$ cat config.mk
export PLATFORM = sky130hd
export DESIGN_NAME = axi_burst_fetch_flat
export DESIGN_NICKNAME = d
export VERILOG_FILES = /design/src/rtl/axi_burst_fetch_if.sv /design/src/rtl/axi_burst_fetch.sv /design/src/flat_wrapper.sv
export SDC_FILE = /design/constraint.sdc
export NUM_CORES = 1
export LEC_CHECK = 0
export ABC_AREA = 0
export CAP_MARGIN = 20
export CORE_MARGIN = 5
export CORE_UTILIZATION = 40
export DETAILED_ROUTE_END_ITERATION = 7
export PLACE_DENSITY = 0.75
export SLEW_MARGIN = 5
export SYNTH_ARGS = -nofsm -noshare
export SYNTH_HDL_FRONTEND = slang
export SYNTH_SLANG_ARGS = --single-unit
$ cat constraint.sdc
create_clock -name CCLK -period 3.7 [get_ports CCLK]
set_clock_uncertainty 0.15 [all_clocks]
set_input_delay 0.925 -clock CCLK [delete_from_list [all_inputs] [get_ports CCLK]]
set_output_delay 0.925 -clock CCLK [all_outputs]
set_load 0.03 [all_outputs]
$ cat src/rtl/axi_burst_fetch_if.sv
// axi_burst_fetch_if: AXI4 read-channel bundle (AR + R) between the burst
// fetch master and the interconnect.
//   master modport: drives AR* and RREADY; samples ARREADY and R*.
//   slave modport : the mirror image, used by the interconnect/memory side.
interface axi_burst_fetch_if #(
  parameter int ADDR_WIDTH = 32,
  parameter int DATA_WIDTH = 32,
  parameter int ID_WIDTH   = 1,
  parameter int USER_WIDTH = 1
);
  logic [ID_WIDTH-1:0]   arid;
  logic [ADDR_WIDTH-1:0] araddr;
  logic [7:0]            arlen;
  logic [2:0]            arsize;
  logic [1:0]            arburst;
  logic                  arlock;
  logic [3:0]            arcache;
  logic [2:0]            arprot;
  logic [3:0]            arqos;
  logic [USER_WIDTH-1:0] aruser;
  logic                  arvalid;
  logic                  arready;
  logic [ID_WIDTH-1:0]   rid;
  logic [DATA_WIDTH-1:0] rdata;
  logic [1:0]            rresp;
  logic                  rlast;
  logic [USER_WIDTH-1:0] ruser;
  logic                  rvalid;
  logic                  rready;

  modport master (
    output arid, araddr, arlen, arsize, arburst, arlock, arcache, arprot,
           arqos, aruser, arvalid, rready,
    input  arready, rid, rdata, rresp, rlast, ruser, rvalid
  );

  modport slave (
    input  arid, araddr, arlen, arsize, arburst, arlock, arcache, arprot,
           arqos, aruser, arvalid, rready,
    output arready, rid, rdata, rresp, rlast, ruser, rvalid
  );
endinterface

$ cat src/rtl/axi_burst_fetch.sv
// axi_burst_fetch: AXI4 INCR-burst read master feeding the lexer fetch FIFO.
// Streams I_LEN words starting at CMEM_ADDR, one burst outstanding at a time.
// Bursts are cut at BURST_LEN beats, at the end of the transfer and at 4 KiB
// pages, and are only issued once the downstream FIFO reports enough room.
// Ports:
//   CCLK, CRST        clock, synchronous active-high reset
//   CEXEC             start pulse (accepted only when idle)
//   CMEM_ADDR, I_LEN  start byte address and length in words
//   I_FREE            downstream free entries (words)
//   O_VALID/O_DATA    one-cycle strobe per fetched word
//   O_LAST            marks the final word of an error-free transfer
//   BUSY, ERR         transfer in progress / sticky error since last start
//   M_AXI             AXI4 read channels (master modport)
module axi_burst_fetch #(
  parameter int ADDR_WIDTH = 32,
  parameter int DATA_WIDTH = 32,
  parameter int ID_WIDTH   = 1,
  parameter int USER_WIDTH = 1,
  parameter int BURST_LEN  = 16,
  parameter int FREE_WIDTH = 12,
  parameter int LEN_WIDTH  = 24
) (
  input  logic                  CCLK,
  input  logic                  CRST,
  input  logic                  CEXEC,
  input  logic [ADDR_WIDTH-1:0] CMEM_ADDR,
  input  logic [LEN_WIDTH-1:0]  I_LEN,
  input  logic [FREE_WIDTH-1:0] I_FREE,
  output logic                  O_VALID,
  output logic [DATA_WIDTH-1:0] O_DATA,
  output logic                  O_LAST,
  output logic                  BUSY,
  output logic                  ERR,
  axi_burst_fetch_if.master     M_AXI
);

  localparam int BYTES = DATA_WIDTH / 8;
  localparam int SHIFT = $clog2(BYTES);
  // Comparison width for the free-space check: covers I_FREE and beats+1.
  localparam int CW    = (FREE_WIDTH > 10) ? FREE_WIDTH : 10;

  localparam logic [2:0] S_IDLE = 3'd0;
  localparam logic [2:0] S_CALC = 3'd1;
  localparam logic [2:0] S_WAIT = 3'd2;
  localparam logic [2:0] S_ADDR = 3'd3;
  localparam logic [2:0] S_DATA = 3'd4;
  localparam logic [2:0] S_DONE = 3'd5;

  logic [2:0]            state_r;
  logic [ADDR_WIDTH-1:0] addr_r;
  logic [LEN_WIDTH-1:0]  rem_r;
  logic [8:0]            beats_r;
  logic [8:0]            cnt_r;
  logic                  arvalid_r;
  logic [ADDR_WIDTH-1:0] araddr_r;
  logic [7:0]            arlen_r;
  logic                  rready_r;
  logic                  o_valid_r;
  logic [DATA_WIDTH-1:0] o_data_r;
  logic                  o_last_r;
  logic                  busy_r;
  logic                  err_r;

  logic [12:0]           page_bytes_s;
  logic [12:0]           page_words_s;
  logic [8:0]            burst_cap_s;
  logic [8:0]            beats_s;
  logic [9:0]            need_s;
  logic                  space_ok_s;
  logic                  beat_s;
  logic [LEN_WIDTH-1:0]  rem_dec_s;
  logic                  rem_zero_s;
  logic                  last_exp_s;
  logic                  resp_err_s;
  logic                  proto_err_s;
  logic                  err_new_s;
  logic                  unused_s;

  // Words left before the next 4 KiB page boundary.
  assign page_bytes_s = 13'd4096 - {1'b0, addr_r[11:0]};
  assign page_words_s = page_bytes_s >> SHIFT;

  // Burst size: min(BURST_LEN, remaining words, words left in the page).
  always_comb begin
    burst_cap_s = 9'(BURST_LEN);
    beats_s     = 9'(BURST_LEN);
    if (rem_r < LEN_WIDTH'(BURST_LEN)) begin
      burst_cap_s = rem_r[8:0];
    end else begin
      burst_cap_s = 9'(BURST_LEN);
    end
    if (page_words_s < {4'b0000, burst_cap_s}) begin
      beats_s = page_words_s[8:0];
    end else begin
      beats_s = burst_cap_s;
    end
  end

  // A word still sitting in the output register has not yet been counted
  // in I_FREE, so it is reserved on top of the new burst.
  assign need_s     = {1'b0, beats_r} + {9'd0, o_valid_r};
  assign space_ok_s = (CW'(I_FREE) >= CW'(need_s));

  assign beat_s      = M_AXI.rvalid && rready_r;
  assign rem_dec_s   = rem_r - {{(LEN_WIDTH-1){1'b0}}, 1'b1};
  assign rem_zero_s  = (rem_dec_s == {LEN_WIDTH{1'b0}});
  assign last_exp_s  = (cnt_r == 9'd1);
  assign resp_err_s  = (M_AXI.rresp != 2'b00);
  // RLAST must coincide exactly with the last requested beat.
  assign proto_err_s = (M_AXI.rlast != last_exp_s);
  assign err_new_s   = err_r | resp_err_s | proto_err_s;

  // Control FSM, AR channel registers and output word register.
  always_ff @(posedge CCLK) begin
    if (CRST) begin
      state_r   <= S_IDLE;
      addr_r    <= {ADDR_WIDTH{1'b0}};
      rem_r     <= {LEN_WIDTH{1'b0}};
      beats_r   <= 9'd0;
      cnt_r     <= 9'd0;
      arvalid_r <= 1'b0;
      araddr_r  <= {ADDR_WIDTH{1'b0}};
      arlen_r   <= 8'd0;
      rready_r  <= 1'b0;
      o_valid_r <= 1'b0;
      o_data_r  <= {DATA_WIDTH{1'b0}};
      o_last_r  <= 1'b0;
      busy_r    <= 1'b0;
      err_r     <= 1'b0;
    end else begin
      o_valid_r <= 1'b0;
      o_last_r  <= 1'b0;
      case (state_r)
        S_IDLE: begin
          // BUSY is held through the first idle cycle after DONE; a start
          // request is only accepted once BUSY has dropped.
          if (busy_r) begin
            busy_r <= 1'b0;
          end else if (CEXEC) begin
            addr_r  <= CMEM_ADDR;
            rem_r   <= I_LEN;
            err_r   <= 1'b0;
            busy_r  <= 1'b1;
            state_r <= (I_LEN == {LEN_WIDTH{1'b0}}) ? S_DONE : S_CALC;
          end else begin
            state_r <= S_IDLE;
          end
        end
        S_CALC: begin
          beats_r <= beats_s;
          state_r <= S_WAIT;
        end
        S_WAIT: begin
          if (space_ok_s) begin
            arvalid_r <= 1'b1;
            araddr_r  <= addr_r;
            arlen_r   <= beats_r[7:0] - 8'd1;  // 256 beats encodes as 255
            cnt_r     <= beats_r;
            state_r   <= S_ADDR;
          end else begin
            state_r <= S_WAIT;
          end
        end
        S_ADDR: begin
          if (M_AXI.arready) begin
            arvalid_r <= 1'b0;
            rready_r  <= 1'b1;
            state_r   <= S_DATA;
          end else begin
            state_r <= S_ADDR;
          end
        end
        S_DATA: begin
          if (beat_s) begin
            o_valid_r <= 1'b1;
            o_data_r  <= M_AXI.rdata;
            o_last_r  <= rem_zero_s && !err_new_s;
            rem_r     <= rem_dec_s;
            addr_r    <= addr_r + ADDR_WIDTH'(BYTES);
            cnt_r     <= cnt_r - 9'd1;
            err_r     <= err_new_s;
            // Burst ends on RLAST or on the expected last beat, whichever
            // comes first; a mismatch between the two is already in err_new_s.
            if (M_AXI.rlast || last_exp_s) begin
              rready_r <= 1'b0;
              state_r  <= (rem_zero_s || err_new_s) ? S_DONE : S_CALC;
            end else begin
              state_r <= S_DATA;
            end
          end else begin
            state_r <= S_DATA;
          end
        end
        S_DONE: begin
          state_r <= S_IDLE;
        end
        default: begin
          state_r   <= S_IDLE;
          arvalid_r <= 1'b0;
          rready_r  <= 1'b0;
          busy_r    <= 1'b0;
        end
      endcase
    end
  end

  assign M_AXI.arid    = {ID_WIDTH{1'b0}};
  assign M_AXI.araddr  = araddr_r;
  assign M_AXI.arlen   = arlen_r;
  assign M_AXI.arsize  = 3'(SHIFT);
  assign M_AXI.arburst = 2'b01;
  assign M_AXI.arlock  = 1'b0;
  assign M_AXI.arcache = 4'b0011;
  assign M_AXI.arprot  = 3'b000;
  assign M_AXI.arqos   = 4'b0000;
  assign M_AXI.aruser  = {USER_WIDTH{1'b0}};
  assign M_AXI.arvalid = arvalid_r;
  assign M_AXI.rready  = rready_r;

  assign O_VALID = o_valid_r;
  assign O_DATA  = o_data_r;
  assign O_LAST  = o_last_r;
  assign BUSY    = busy_r;
  assign ERR     = err_r;

  // RID/RUSER carry nothing for a single-ID, in-order master.
  assign unused_s = ^{M_AXI.rid, M_AXI.ruser};

endmodule
$ cat src/flat_wrapper.sv
// flat-port wrapper written by rule: the top's interface ports become plain ports
module axi_burst_fetch_flat 
#(
  parameter int ADDR_WIDTH = 32,
  parameter int DATA_WIDTH = 32,
  parameter int ID_WIDTH   = 1,
  parameter int USER_WIDTH = 1,
  parameter int BURST_LEN  = 16,
  parameter int FREE_WIDTH = 12,
  parameter int LEN_WIDTH  = 24
)
  (CCLK, CRST, CEXEC, CMEM_ADDR, I_LEN, I_FREE, O_VALID, O_DATA, O_LAST, BUSY, ERR, M_AXI_arid, M_AXI_araddr, M_AXI_arlen, M_AXI_arsize, M_AXI_arburst, M_AXI_arlock, M_AXI_arcache, M_AXI_arprot, M_AXI_arqos, M_AXI_aruser, M_AXI_arvalid, M_AXI_rready, M_AXI_arready, M_AXI_rid, M_AXI_rdata, M_AXI_rresp, M_AXI_rlast, M_AXI_ruser, M_AXI_rvalid);
  axi_burst_fetch_if #(.ADDR_WIDTH(ADDR_WIDTH), .DATA_WIDTH(DATA_WIDTH), .ID_WIDTH(ID_WIDTH), .USER_WIDTH(USER_WIDTH)) M_AXI_i ();
  input  logic CCLK;
  input  logic CRST;
  input  logic CEXEC;
  input  logic [ADDR_WIDTH-1:0] CMEM_ADDR;
  input  logic [LEN_WIDTH-1:0] I_LEN;
  input  logic [FREE_WIDTH-1:0] I_FREE;
  output logic O_VALID;
  output logic [DATA_WIDTH-1:0] O_DATA;
  output logic O_LAST;
  output logic BUSY;
  output logic ERR;
  output wire logic [$bits(M_AXI_i.arid)-1:0] M_AXI_arid;
  output wire logic [$bits(M_AXI_i.araddr)-1:0] M_AXI_araddr;
  output wire logic [$bits(M_AXI_i.arlen)-1:0] M_AXI_arlen;
  output wire logic [$bits(M_AXI_i.arsize)-1:0] M_AXI_arsize;
  output wire logic [$bits(M_AXI_i.arburst)-1:0] M_AXI_arburst;
  output wire logic [$bits(M_AXI_i.arlock)-1:0] M_AXI_arlock;
  output wire logic [$bits(M_AXI_i.arcache)-1:0] M_AXI_arcache;
  output wire logic [$bits(M_AXI_i.arprot)-1:0] M_AXI_arprot;
  output wire logic [$bits(M_AXI_i.arqos)-1:0] M_AXI_arqos;
  output wire logic [$bits(M_AXI_i.aruser)-1:0] M_AXI_aruser;
  output wire logic [$bits(M_AXI_i.arvalid)-1:0] M_AXI_arvalid;
  output wire logic [$bits(M_AXI_i.rready)-1:0] M_AXI_rready;
  input wire logic [$bits(M_AXI_i.arready)-1:0] M_AXI_arready;
  input wire logic [$bits(M_AXI_i.rid)-1:0] M_AXI_rid;
  input wire logic [$bits(M_AXI_i.rdata)-1:0] M_AXI_rdata;
  input wire logic [$bits(M_AXI_i.rresp)-1:0] M_AXI_rresp;
  input wire logic [$bits(M_AXI_i.rlast)-1:0] M_AXI_rlast;
  input wire logic [$bits(M_AXI_i.ruser)-1:0] M_AXI_ruser;
  input wire logic [$bits(M_AXI_i.rvalid)-1:0] M_AXI_rvalid;
  assign M_AXI_arid = M_AXI_i.arid;
  assign M_AXI_araddr = M_AXI_i.araddr;
  assign M_AXI_arlen = M_AXI_i.arlen;
  assign M_AXI_arsize = M_AXI_i.arsize;
  assign M_AXI_arburst = M_AXI_i.arburst;
  assign M_AXI_arlock = M_AXI_i.arlock;
  assign M_AXI_arcache = M_AXI_i.arcache;
  assign M_AXI_arprot = M_AXI_i.arprot;
  assign M_AXI_arqos = M_AXI_i.arqos;
  assign M_AXI_aruser = M_AXI_i.aruser;
  assign M_AXI_arvalid = M_AXI_i.arvalid;
  assign M_AXI_rready = M_AXI_i.rready;
  assign M_AXI_i.arready = M_AXI_arready;
  assign M_AXI_i.rid = M_AXI_rid;
  assign M_AXI_i.rdata = M_AXI_rdata;
  assign M_AXI_i.rresp = M_AXI_rresp;
  assign M_AXI_i.rlast = M_AXI_rlast;
  assign M_AXI_i.ruser = M_AXI_ruser;
  assign M_AXI_i.rvalid = M_AXI_rvalid;
  axi_burst_fetch #(.ADDR_WIDTH(ADDR_WIDTH), .DATA_WIDTH(DATA_WIDTH), .ID_WIDTH(ID_WIDTH), .USER_WIDTH(USER_WIDTH), .BURST_LEN(BURST_LEN), .FREE_WIDTH(FREE_WIDTH), .LEN_WIDTH(LEN_WIDTH)) u_core (.CCLK(CCLK), .CRST(CRST), .CEXEC(CEXEC), .CMEM_ADDR(CMEM_ADDR), .I_LEN(I_LEN), .I_FREE(I_FREE), .O_VALID(O_VALID), .O_DATA(O_DATA), .O_LAST(O_LAST), .BUSY(BUSY), .ERR(ERR), .M_AXI(M_AXI_i));
endmodule
==> results.sh, run 1 <==
export IMPL_path_class="flop to flop"
export IMPL_syn_cell_area_sq_mm=0.00867
export IMPL_path_buf_inv=0
export IMPL_clock_fmax_mhz=291
export IMPL_antenna_found_initial=1
export IMPL_startpoint="u_core.rem_r[16]$_SDFFE_PP0P_"
export IMPL_cts_htree_levels=4
export IMPL_status="finished, final reports clean"
export IMPL_hold_buffers=0
export IMPL_leakage_nw=4.25
export IMPL_synth_area_per_cell_sq_um=7.61
export IMPL_critPathTopFamily="simple AND/OR/NAND/NOR gates"
export IMPL_clock_latency_ns=0.43
export IMPL_max_cap_viol_count=0
export IMPL_fp_dieW_um=157
export IMPL_via_count=8654
export IMPL_finalCritPeriodShare_pct=92.8
export IMPL_drt_iter0_markers=702
export IMPL_ys_warnings_count=0
export IMPL_async_flop_share_pct=0
export IMPL_die_area_sq_mm=0.0247
export IMPL_worst_ep_required_time_ns=3.90
export IMPL_cts_tree="built"
export IMPL_row_count=53
export IMPL_dr_pass1_iters=5
export IMPL_grt_max_degree=89
export IMPL_grt_pass1_vias=8196
export IMPL_ys_types=67
export IMPL_initial_core_util_pct=41.0
export IMPL_path_max_fanout=13
export IMPL_synth_edf_count=0
export IMPL_diodes=0
export IMPL_fill_cells=1958
export IMPL_dp_hpwl_um=18800
export IMPL_grt_pass1_wl_um=42400
export IMPL_setup_viol=0
export IMPL_slew_viol_final=0
export IMPL_r2r_start="u_core.rem_r[16]$_SDFFE_PP0P_"
export IMPL_hold_path_class="flop to flop"
export IMPL_tightest_slew_ns=0.821
export IMPL_hold_viol=0
export IMPL_endpoint_kind="flop"
export IMPL_hold_ws_ns=0.303
export IMPL_numCtsBuffers=17
export IMPL_clk_pin_slew_ns=0.06
export IMPL_gp_congestion=0.936
export IMPL_placed_cells=1540
export IMPL_postCtsSetupBuffers=0
export IMPL_peakVddDrop_uv=311
export IMPL_portBuffers=185
export IMPL_die_h_um=157
export IMPL_finalNonFillerCells=1572
export IMPL_ys_seq_area_share_pct=35.8
export IMPL_setup_tns_ns=0
export IMPL_crit_chain="or3_4, or4_4, nor3_4, nand2_1, ha_1, and4_1, o2111ai_1, a41o_1, and3_4, or2_2, a221oi_2"
export IMPL_syn_inst=1139
export IMPL_overflow=0
export IMPL_root_buffer="clkbuf_16"
export IMPL_crit_slowest_cell="or4_4"
export IMPL_drive_gt1_share_pct=6.17
export IMPL_start_kind="flop"
export IMPL_route_detailed_drc=0
export IMPL_cts_buffer_depth=2
export IMPL_period_needed_ns=3.43
export IMPL_syn2layout_area_growth_pct=30.5
export IMPL_final_cell_mix="clkdlybuf4s50_1 (184), nor2_1 (158), nand2_1 (157), dfxtp_1 (155), a21oi_1 (109)"
export IMPL_avgRoutedWirePerCell_um=16.8
export IMPL_relSlewSlack_pct=45.3
export IMPL_cp_slowest_stage_delay_ns=0.46
export IMPL_routed_via_density=5.51
export IMPL_cts_sinks=155
export IMPL_core_area_sq_mm=0.0212
export IMPL_min_from="u_core.O_DATA[22]$_SDFFE_PP0P_"
export IMPL_grt_total_usage_pct=21.1
export IMPL_rsz0062_at_grt="no"
export IMPL_power_density_mw_per_mm2=465
export IMPL_layout_commonest_cell="clkdlybuf4s50_1"
export IMPL_cp_arrival_ns=3.63
export IMPL_drt_total_wl_um=26400
export IMPL_pin_count=207
export IMPL_nets=1422
export IMPL_ys_flop_type="dfxtp_1"
export IMPL_ant_nets=0
export IMPL_synth_seq_cells=155
worst min-delay path: cells and delay by family (launching register included):
family             cells  cell delay, ns
AOI/OAI and AO/OA      1            0.05
DFF                    1            0.31
and+or+nand+nor        1            0.05
sequential cells by signal, indices dropped and copies added, names as in the netlist:
name / flops
u_core.M_AXI.araddr: 32
u_core.O_DATA: 32
u_core.addr_r: 32
u_core.rem_r: 24
u_core.beats_r: 9
u_core.cnt_r: 9
u_core.M_AXI.arlen: 8
u_core.state_r: 3
u_core.BUSY: 1
u_core.ERR: 1
u_core.M_AXI.arvalid: 1
u_core.M_AXI.rready: 1
u_core.O_LAST: 1
u_core.O_VALID: 1
metal layers:
metal	share of wire, %	track usage, %	wire length (um)
met1	44	28.4	11700
met2	46	33.2	12100
met3	7.1	4.98	1870
met4	2.6	7.17	685
met5	0.042	0	11
cell families (layout without fill, tap and decap cells):
group,after synthesis,count (layout),share of synthesized area (%)
buffers and inverters,120,257,6.48
xor gates and xnor gates,37,37,3.74
AOI/OAI and AO/OA,263,263,18.7
adders and majority gates,28,28,4.04
other,2,23,0.0867
DFF,155,155,35.8
and+or+nand+nor,497,497,26.8
muxes,37,37,4.27
cell usage after synthesis, drive strengths merged, types with 17 or more instances:
cell	n	area share (%)
a21oi	109	6.3
nand2	158	6.8
xnor2	17	1.7
mux2i	37	4.3
o21ai	50	2.9
ha	28	4.0
nor3	34	2.1
nand3	36	2.1
clkbuf	69	3.0
dfxtp	155	36
nor2	160	6.9
nand4	22	1.6
xor2	20	2.0
buf	36	2.8
nor4	23	1.8
a211oi	32	2.9
what timing repair did:
| action | CTS | global route |
|---|---|---|
| endpoints found under the setup margin | 0 | 1 |
| hold endpoints to repair | 0 | 0 |
| gates resized for setup | 0 | 1 |
per-stage QoR:
stage	util, %	cell area [sq um]	setup slack, ns	total power [mW]
2_1_floorplan	-	8740	0.431	3.00
3_5_place_dp	50.6	10700	0.157	3.46
6_report	53.5	11300	0.267	5.26
4_1_cts	53.4	11300	0.290	5.28
5_1_grt	53.5	11300	0.0712	5.55
3_3_place_gp	50.6	10700	0.171	3.43
report_power, final:
part / internal (mW) / switching (mW)
Combinational: 0.638 / 0.832
Sequential: 1.79 / 0.182
Clock: 1.10 / 0.720
worst paths after layout:
path | endpoint | slack [ns] | depth (start not counted)
worst min-delay path | u_core.O_DATA[22]$_SDFFE_PP0P_ | 0.30 | 2
worst min register to register | u_core.O_DATA[22]$_SDFFE_PP0P_ | 0.30 | 2
worst max-delay path | u_core.beats_r[1]$_SDFFE_PP0P_ | 0.27 | 11
worst max register to register | u_core.beats_r[1]$_SDFFE_PP0P_ | 0.27 | 11
area by class of cell:
cell class / count / area, sq um / area share, %
clock inverter: 10 / 140 / 1.24
timing repair buffer: 211 / 2110 / 18.6
multi-input combinational: 885 / 5100 / 45.1
inverter: 14 / 52.6 / 0.465
sequential: 155 / 3100 / 27.4
tap: 275 / 344 / 3.04
clock buffer: 22 / 464 / 4.10
Power figures use the tool's default switching activity.
==> run 2, diff against run 1 <==
- CTS_BUF_LIST: not set -> sky130_fd_sc_hd__clkbuf_4
==> run 2 against run 1 <==
Net effect: combinational power about the same; critical path depth unchanged; flip-flop and latch count unchanged; core utilization decreased by 1.4 points; via count decreased by 0.17%; largest cell class unchanged; largest power group unchanged.
==> results.sh, run 2 (synthesis results as in run 1) <==
export IMPL_status="finished, final reports clean"
export IMPL_overflow=0
export IMPL_tightest_slew_ns=0.808
export IMPL_p_sw_mw=1.65
export IMPL_setup_viol=0
export IMPL_peakVddDrop_uv=194
export IMPL_seq_power_share_pct=43.3
export IMPL_cp_slowest_stage_delay_ns=0.46
export IMPL_portBuffers=185
export IMPL_power_density_mw_per_mm2=414
export IMPL_crit_slowest_cell="or4_4"
export IMPL_path_max_fanout=13
export IMPL_p_clk_share_pct=24.6
export IMPL_endpoint_kind="flop"
export IMPL_reg2reg_depth=11
export IMPL_clock_fmax_mhz=292
export IMPL_netSwitchingFraction_pct=36.1
export IMPL_min_from="u_core.O_DATA[23]$_SDFFE_PP0P_"
export IMPL_grt_max_degree=89
export IMPL_route_detailed_drc=0
export IMPL_period_needed_ns=3.43
export IMPL_intPower_mw=2.92
export IMPL_rr_endpoint="u_core.beats_r[1]$_SDFFE_PP0P_"
export IMPL_dr_pass1_iters=5
export IMPL_cts_buffer_depth=2
export IMPL_cp_arrival_ns=3.78
export IMPL_hold_path_class="flop to flop"
export IMPL_setup_tns_ns=0
export IMPL_max_cap_viol_count=0
export IMPL_initial_core_util_pct=41.0
export IMPL_r2r_start="u_core.rem_r[16]$_SDFFE_PP0P_"
export IMPL_core_area_sq_mm=0.0212
export IMPL_hold_viol=0
export IMPL_path_buf_inv=0
export IMPL_critPathTopFamily="simple AND/OR/NAND/NOR gates"
export IMPL_final_cell_mix="clkdlybuf4s50_1 (184), nor2_1 (158), nand2_1 (157), dfxtp_1 (155), a21oi_1 (109)"
export IMPL_clk_pin_slew_ns=0.14
export IMPL_dp_hpwl_um=18800
export IMPL_relSlewSlack_pct=46.2
export IMPL_r2r_setup_slack_ns=0.27
export IMPL_gp_congestion=0.936
export IMPL_avgRoutedWirePerCell_um=16.6
export IMPL_nets=1422
export IMPL_totalPowerFinal_mw=4.56
export IMPL_die_h_um=157
export IMPL_antenna_found_initial=3
export IMPL_grt_pass1_vias=8131
export IMPL_grt_pass1_wl_um=42100
export IMPL_cts_sinks=155
export IMPL_pin_count=207
export IMPL_slew_viol_final=0
export IMPL_numCtsBuffers=17
export IMPL_hold_path_endpoint="u_core.O_DATA[23]$_SDFFE_PP0P_"
export IMPL_start_kind="flop"
export IMPL_die_area_sq_mm=0.0247
export IMPL_worst_ep_required_time_ns=4.05
export IMPL_pwr_share_comb_pct=32.2
export IMPL_leakage_nw=4.12
export IMPL_rsz0062_at_grt="no"
export IMPL_postCtsSetupBuffers=0
export IMPL_row_count=53
export IMPL_drt_iter0_markers=687
export IMPL_drive_gt1_share_pct=6.25
export IMPL_drt_total_wl_um=26200
export IMPL_ant_nets=0
export IMPL_fp_dieW_um=157
export IMPL_layout_commonest_cell="clkdlybuf4s50_1"
export IMPL_crit_chain="or3_4, or4_4, nor3_4, nand2_1, ha_1, and4_1, o2111ai_1, a41o_1, and3_4, or2_2, a221oi_2"
export IMPL_finalCritPeriodShare_pct=92.7
export IMPL_cts_tree="built"
export IMPL_path_class="flop to flop"
export IMPL_cts_htree_levels=4
export IMPL_via_count=8639
export IMPL_clock_latency_ns=0.59
export IMPL_whs_path_depth=2
export IMPL_syn2layout_area_growth_pct=27.1
export IMPL_grt_total_usage_pct=20.9
export IMPL_root_buffer="clkbuf_4"
export IMPL_routed_via_density=5.48
## run 2: stage by stage
| stage | util, % | hold slack (ns) | cell area, sq um | instances | setup slack [ns] |
|---|---|---|---|---|---|
| after floorplan | - | 0.316 | 8740 | 1160 | 0.431 |
| after global placement | 50.6 | 0.291 | 10700 | 1540 | 0.171 |
| after detailed placement | 50.6 | 0.295 | 10700 | 1540 | 0.157 |
| after CTS | 52.0 | 0.314 | 11000 | 1572 | 0.274 |
| after global routing | 52.1 | 0.337 | 11000 | 1576 | 0.0615 |
| final | 52.1 | 0.312 | 11000 | 1576 | 0.270 |
## run 2: timing repair
action                     in CTS  in global routing
resized for setup               0                  1
setup endpoints to repair       0                  1
hold buffers                    0                  0
## run 2: final cells by class
class	count	area, sq um
repair buffers	211	2110
clock buffers	20	150
inverters	14	52.6
well taps	275	344
diodes	4	10.0
multi-input cells	885	5100
flip-flops and latches	155	3100
fillers	1994	10100
clock inverters	12	148
## run 2: worst max-delay path by stage
stage,from,to,cells after the start
after floorplan,u_core.rem_r[4]$_SDFFE_PP0P_,u_core.beats_r[3]$_SDFFE_PP0P_,13
after global placement,I_FREE[0],u_core.cnt_r[0]$_SDFFE_PP0P_,12
after detailed placement,I_FREE[0],u_core.cnt_r[0]$_SDFFE_PP0P_,12
after CTS,u_core.beats_r[0]$_SDFFE_PP0P_,u_core.cnt_r[0]$_SDFFE_PP0P_,13
after global routing,u_core.rem_r[16]$_SDFFE_PP0P_,u_core.beats_r[1]$_SDFFE_PP0P_,11
final,u_core.rem_r[16]$_SDFFE_PP0P_,u_core.beats_r[1]$_SDFFE_PP0P_,11
## run 2: tightest hold or removal path: stages, from the launching register on
cell and delay (ns):
dfxtp_1 0.33, nand2_1 0.05, a21oi_1 0.05
## run 2: power groups by stage
stage               combinational (mW)  clock, mW  sequential, mW
floorplan                         1.03          0            1.98
global placement                  1.43          0            2.00
detailed placement                1.45          0            2.01
CTS                               1.46       1.14            1.97
global route                      1.62       1.24            2.00
finish                            1.47       1.12            1.97
## run 2: routing by layer
layer	up-vias	GRT usage [%]	wire length [um]
met2	300	33.0	12200
met1	3998	28.5	11700
met5	-	0	11
li1	4290	-	-
met3	49	4.84	1760
met4	2	6.64	627
==> run 3, diff against run 2 <==
- CELL_PAD_IN_SITES_DETAIL_PLACEMENT: not set -> 1
- CELL_PAD_IN_SITES_GLOBAL_PLACEMENT: not set -> 1
- CORE_UTILIZATION: 40 -> 37
- MAX_ROUTING_LAYER: not set -> met4
- PLACE_DENSITY: 0.75 -> 0.9
==> run 3 against run 2 <==
Net effect: final cell count is 2.9% higher; power is 1.2% higher; global-route usage is 1.9 points higher; critical path depth stayed put.
==> results.sh, run 3 (synthesis results as in run 1) <==
export IMPL_status="finished, final reports clean"
export IMPL_gp_congestion=0.899
export IMPL_dr_pass1_iters=4
export IMPL_placed_cells=1589
export IMPL_finalCritPeriodShare_pct=94.6
export IMPL_hold_buffers=0
export IMPL_die_area_sq_mm=0.0266
export IMPL_power_density_mw_per_mm2=417
export IMPL_clock_latency_ns=0.56
export IMPL_start_kind="flop"
export IMPL_path_class="flop to flop"
export IMPL_ant_nets=0
export IMPL_route_detailed_drc=0
export IMPL_via_count=9023
export IMPL_fp_dieW_um=163
export IMPL_core_area_sq_mm=0.0233
export IMPL_clock_fmax_mhz=286
export IMPL_routed_via_density=5.56
export IMPL_initial_core_util_pct=37.3
export IMPL_tightest_slew_ns=0.989
export IMPL_worst_ep_required_time_ns=4.02
export IMPL_setup_viol=0
export IMPL_root_buffer="clkbuf_4"
export IMPL_drt_iter0_markers=630
export IMPL_hold_ws_ns=0.316
export IMPL_cts_htree_levels=4
export IMPL_drt_total_wl_um=30100
export IMPL_leakage_nw=4.14
export IMPL_row_count=56
export IMPL_cts_tree="built"
export IMPL_place_area_sq_mm=0.0108
export IMPL_dp_hpwl_um=21900
export IMPL_layout_commonest_cell="clkdlybuf4s50_1"
export IMPL_endpoint_kind="flop"
export IMPL_cts_sinks=155
export IMPL_syn2layout_area_growth_pct=27.7
export IMPL_pin_count=207
export IMPL_rsz0062_at_grt="no"
export IMPL_nets=1427
export IMPL_grt_pass1_vias=9211
export IMPL_peakVddDrop_uv=218
export IMPL_numCtsBuffers=17
export IMPL_path_max_fanout=13
export IMPL_overflow=0
export IMPL_cts_buffer_depth=2
export IMPL_hold_path_class="flop to flop"
export IMPL_grt_max_degree=92
export IMPL_grt_pass1_wl_um=47800
export IMPL_portBuffers=185
export IMPL_slew_viol_final=0
export IMPL_max_cap_viol_count=0
export IMPL_grt_total_usage_pct=22.8
export IMPL_relSlewSlack_pct=34.1
export IMPL_final_area_sq_mm=0.0111
export IMPL_period_needed_ns=3.50
export IMPL_die_h_um=163
export IMPL_cp_arrival_ns=3.82
export IMPL_drive_gt1_share_pct=6.84
export IMPL_antenna_found_initial=1
export IMPL_fill_cells=2872
export IMPL_finalNonFillerCells=1622
export IMPL_clk_pin_slew_ns=0.15
export IMPL_avgRoutedWirePerCell_um=18.6
export IMPL_final_cell_mix="clkdlybuf4s50_1 (184), nor2_1 (158), nand2_1 (157), dfxtp_1 (153), a21oi_1 (109)"
export IMPL_totalPowerFinal_mw=4.62
export IMPL_multiInputGateArea_sq_mm=0.00510
export IMPL_regArea_sq_mm=0.00311
export IMPL_hold_viol=0
-- run 3: final cells by class --
cell class                 instances  share of cell area, %
tap                              319                   3.61
sequential                       155                   28.1
antenna                            1                 0.0226
inverter                          14                  0.475
clock inverter                    13                   1.37
clock buffer                      19                   1.29
multi-input combinational        885                   46.1
timing repair buffer             216                   19.0
-- run 3: through the flow --
step | setup TNS [ns] | utilization [%] | setup WS [ns]
global placement | 0 | 46.3 | 0.118
detailed placement | -0.214 | 46.3 | -0.0625
finish | 0 | 47.6 | 0.200
floorplan | 0 | - | 0.431
global route | 0 | 47.6 | 0.0326
CTS | 0 | 47.5 | 0.188
-- run 3: report_power, final --
part | switching (mW) | total [mW] | internal [mW]
Clock | 0.633 | 1.11 | 0.477
Sequential | 0.180 | 1.97 | 1.79
Combinational | 0.892 | 1.53 | 0.643
Total | 1.70 | 4.62 | 2.91
-- run 3: repair_timing --
item,CTS,global route
buffers inserted,0,0
setup endpoints to repair,0,1
gates resized for setup,0,3
-- run 3: path summary, 6_finish.rpt --
kind / from / end / slack, ns / cells after the start
worst max-delay path: u_core.rem_r[5]$_SDFFE_PP0P_ / u_core.beats_r[1]$_SDFFE_PP0P_ / 0.20 / 11
worst min-delay path: u_core.O_DATA[7]$_SDFFE_PP0P_ / u_core.O_DATA[7]$_SDFFE_PP0P_ / 0.32 / 2
worst max register to register: u_core.rem_r[5]$_SDFFE_PP0P_ / u_core.beats_r[1]$_SDFFE_PP0P_ / 0.20 / 11
worst min register to register: u_core.O_DATA[7]$_SDFFE_PP0P_ / u_core.O_DATA[7]$_SDFFE_PP0P_ / 0.32 / 2
-- run 3: worst max-delay path, cell delays in order (launching register included) --
cell	delay, ns
dfxtp_2	0.39
or4_4	0.56
or3_4	0.36
nor3_4	0.26
nand2_1	0.14
ha_1	0.29
and4_1	0.19
o2111ai_1	0.11
a41o_1	0.22
and3_4	0.22
or2_2	0.29
a221oi_2	0.21
-- run 3: metal layers --
metal	track usage (%)	share of wire, %
met3	4.11	5.1
met1	28.0	43
met5	-	0
met4	7.21	2.6
met2	38.4	49
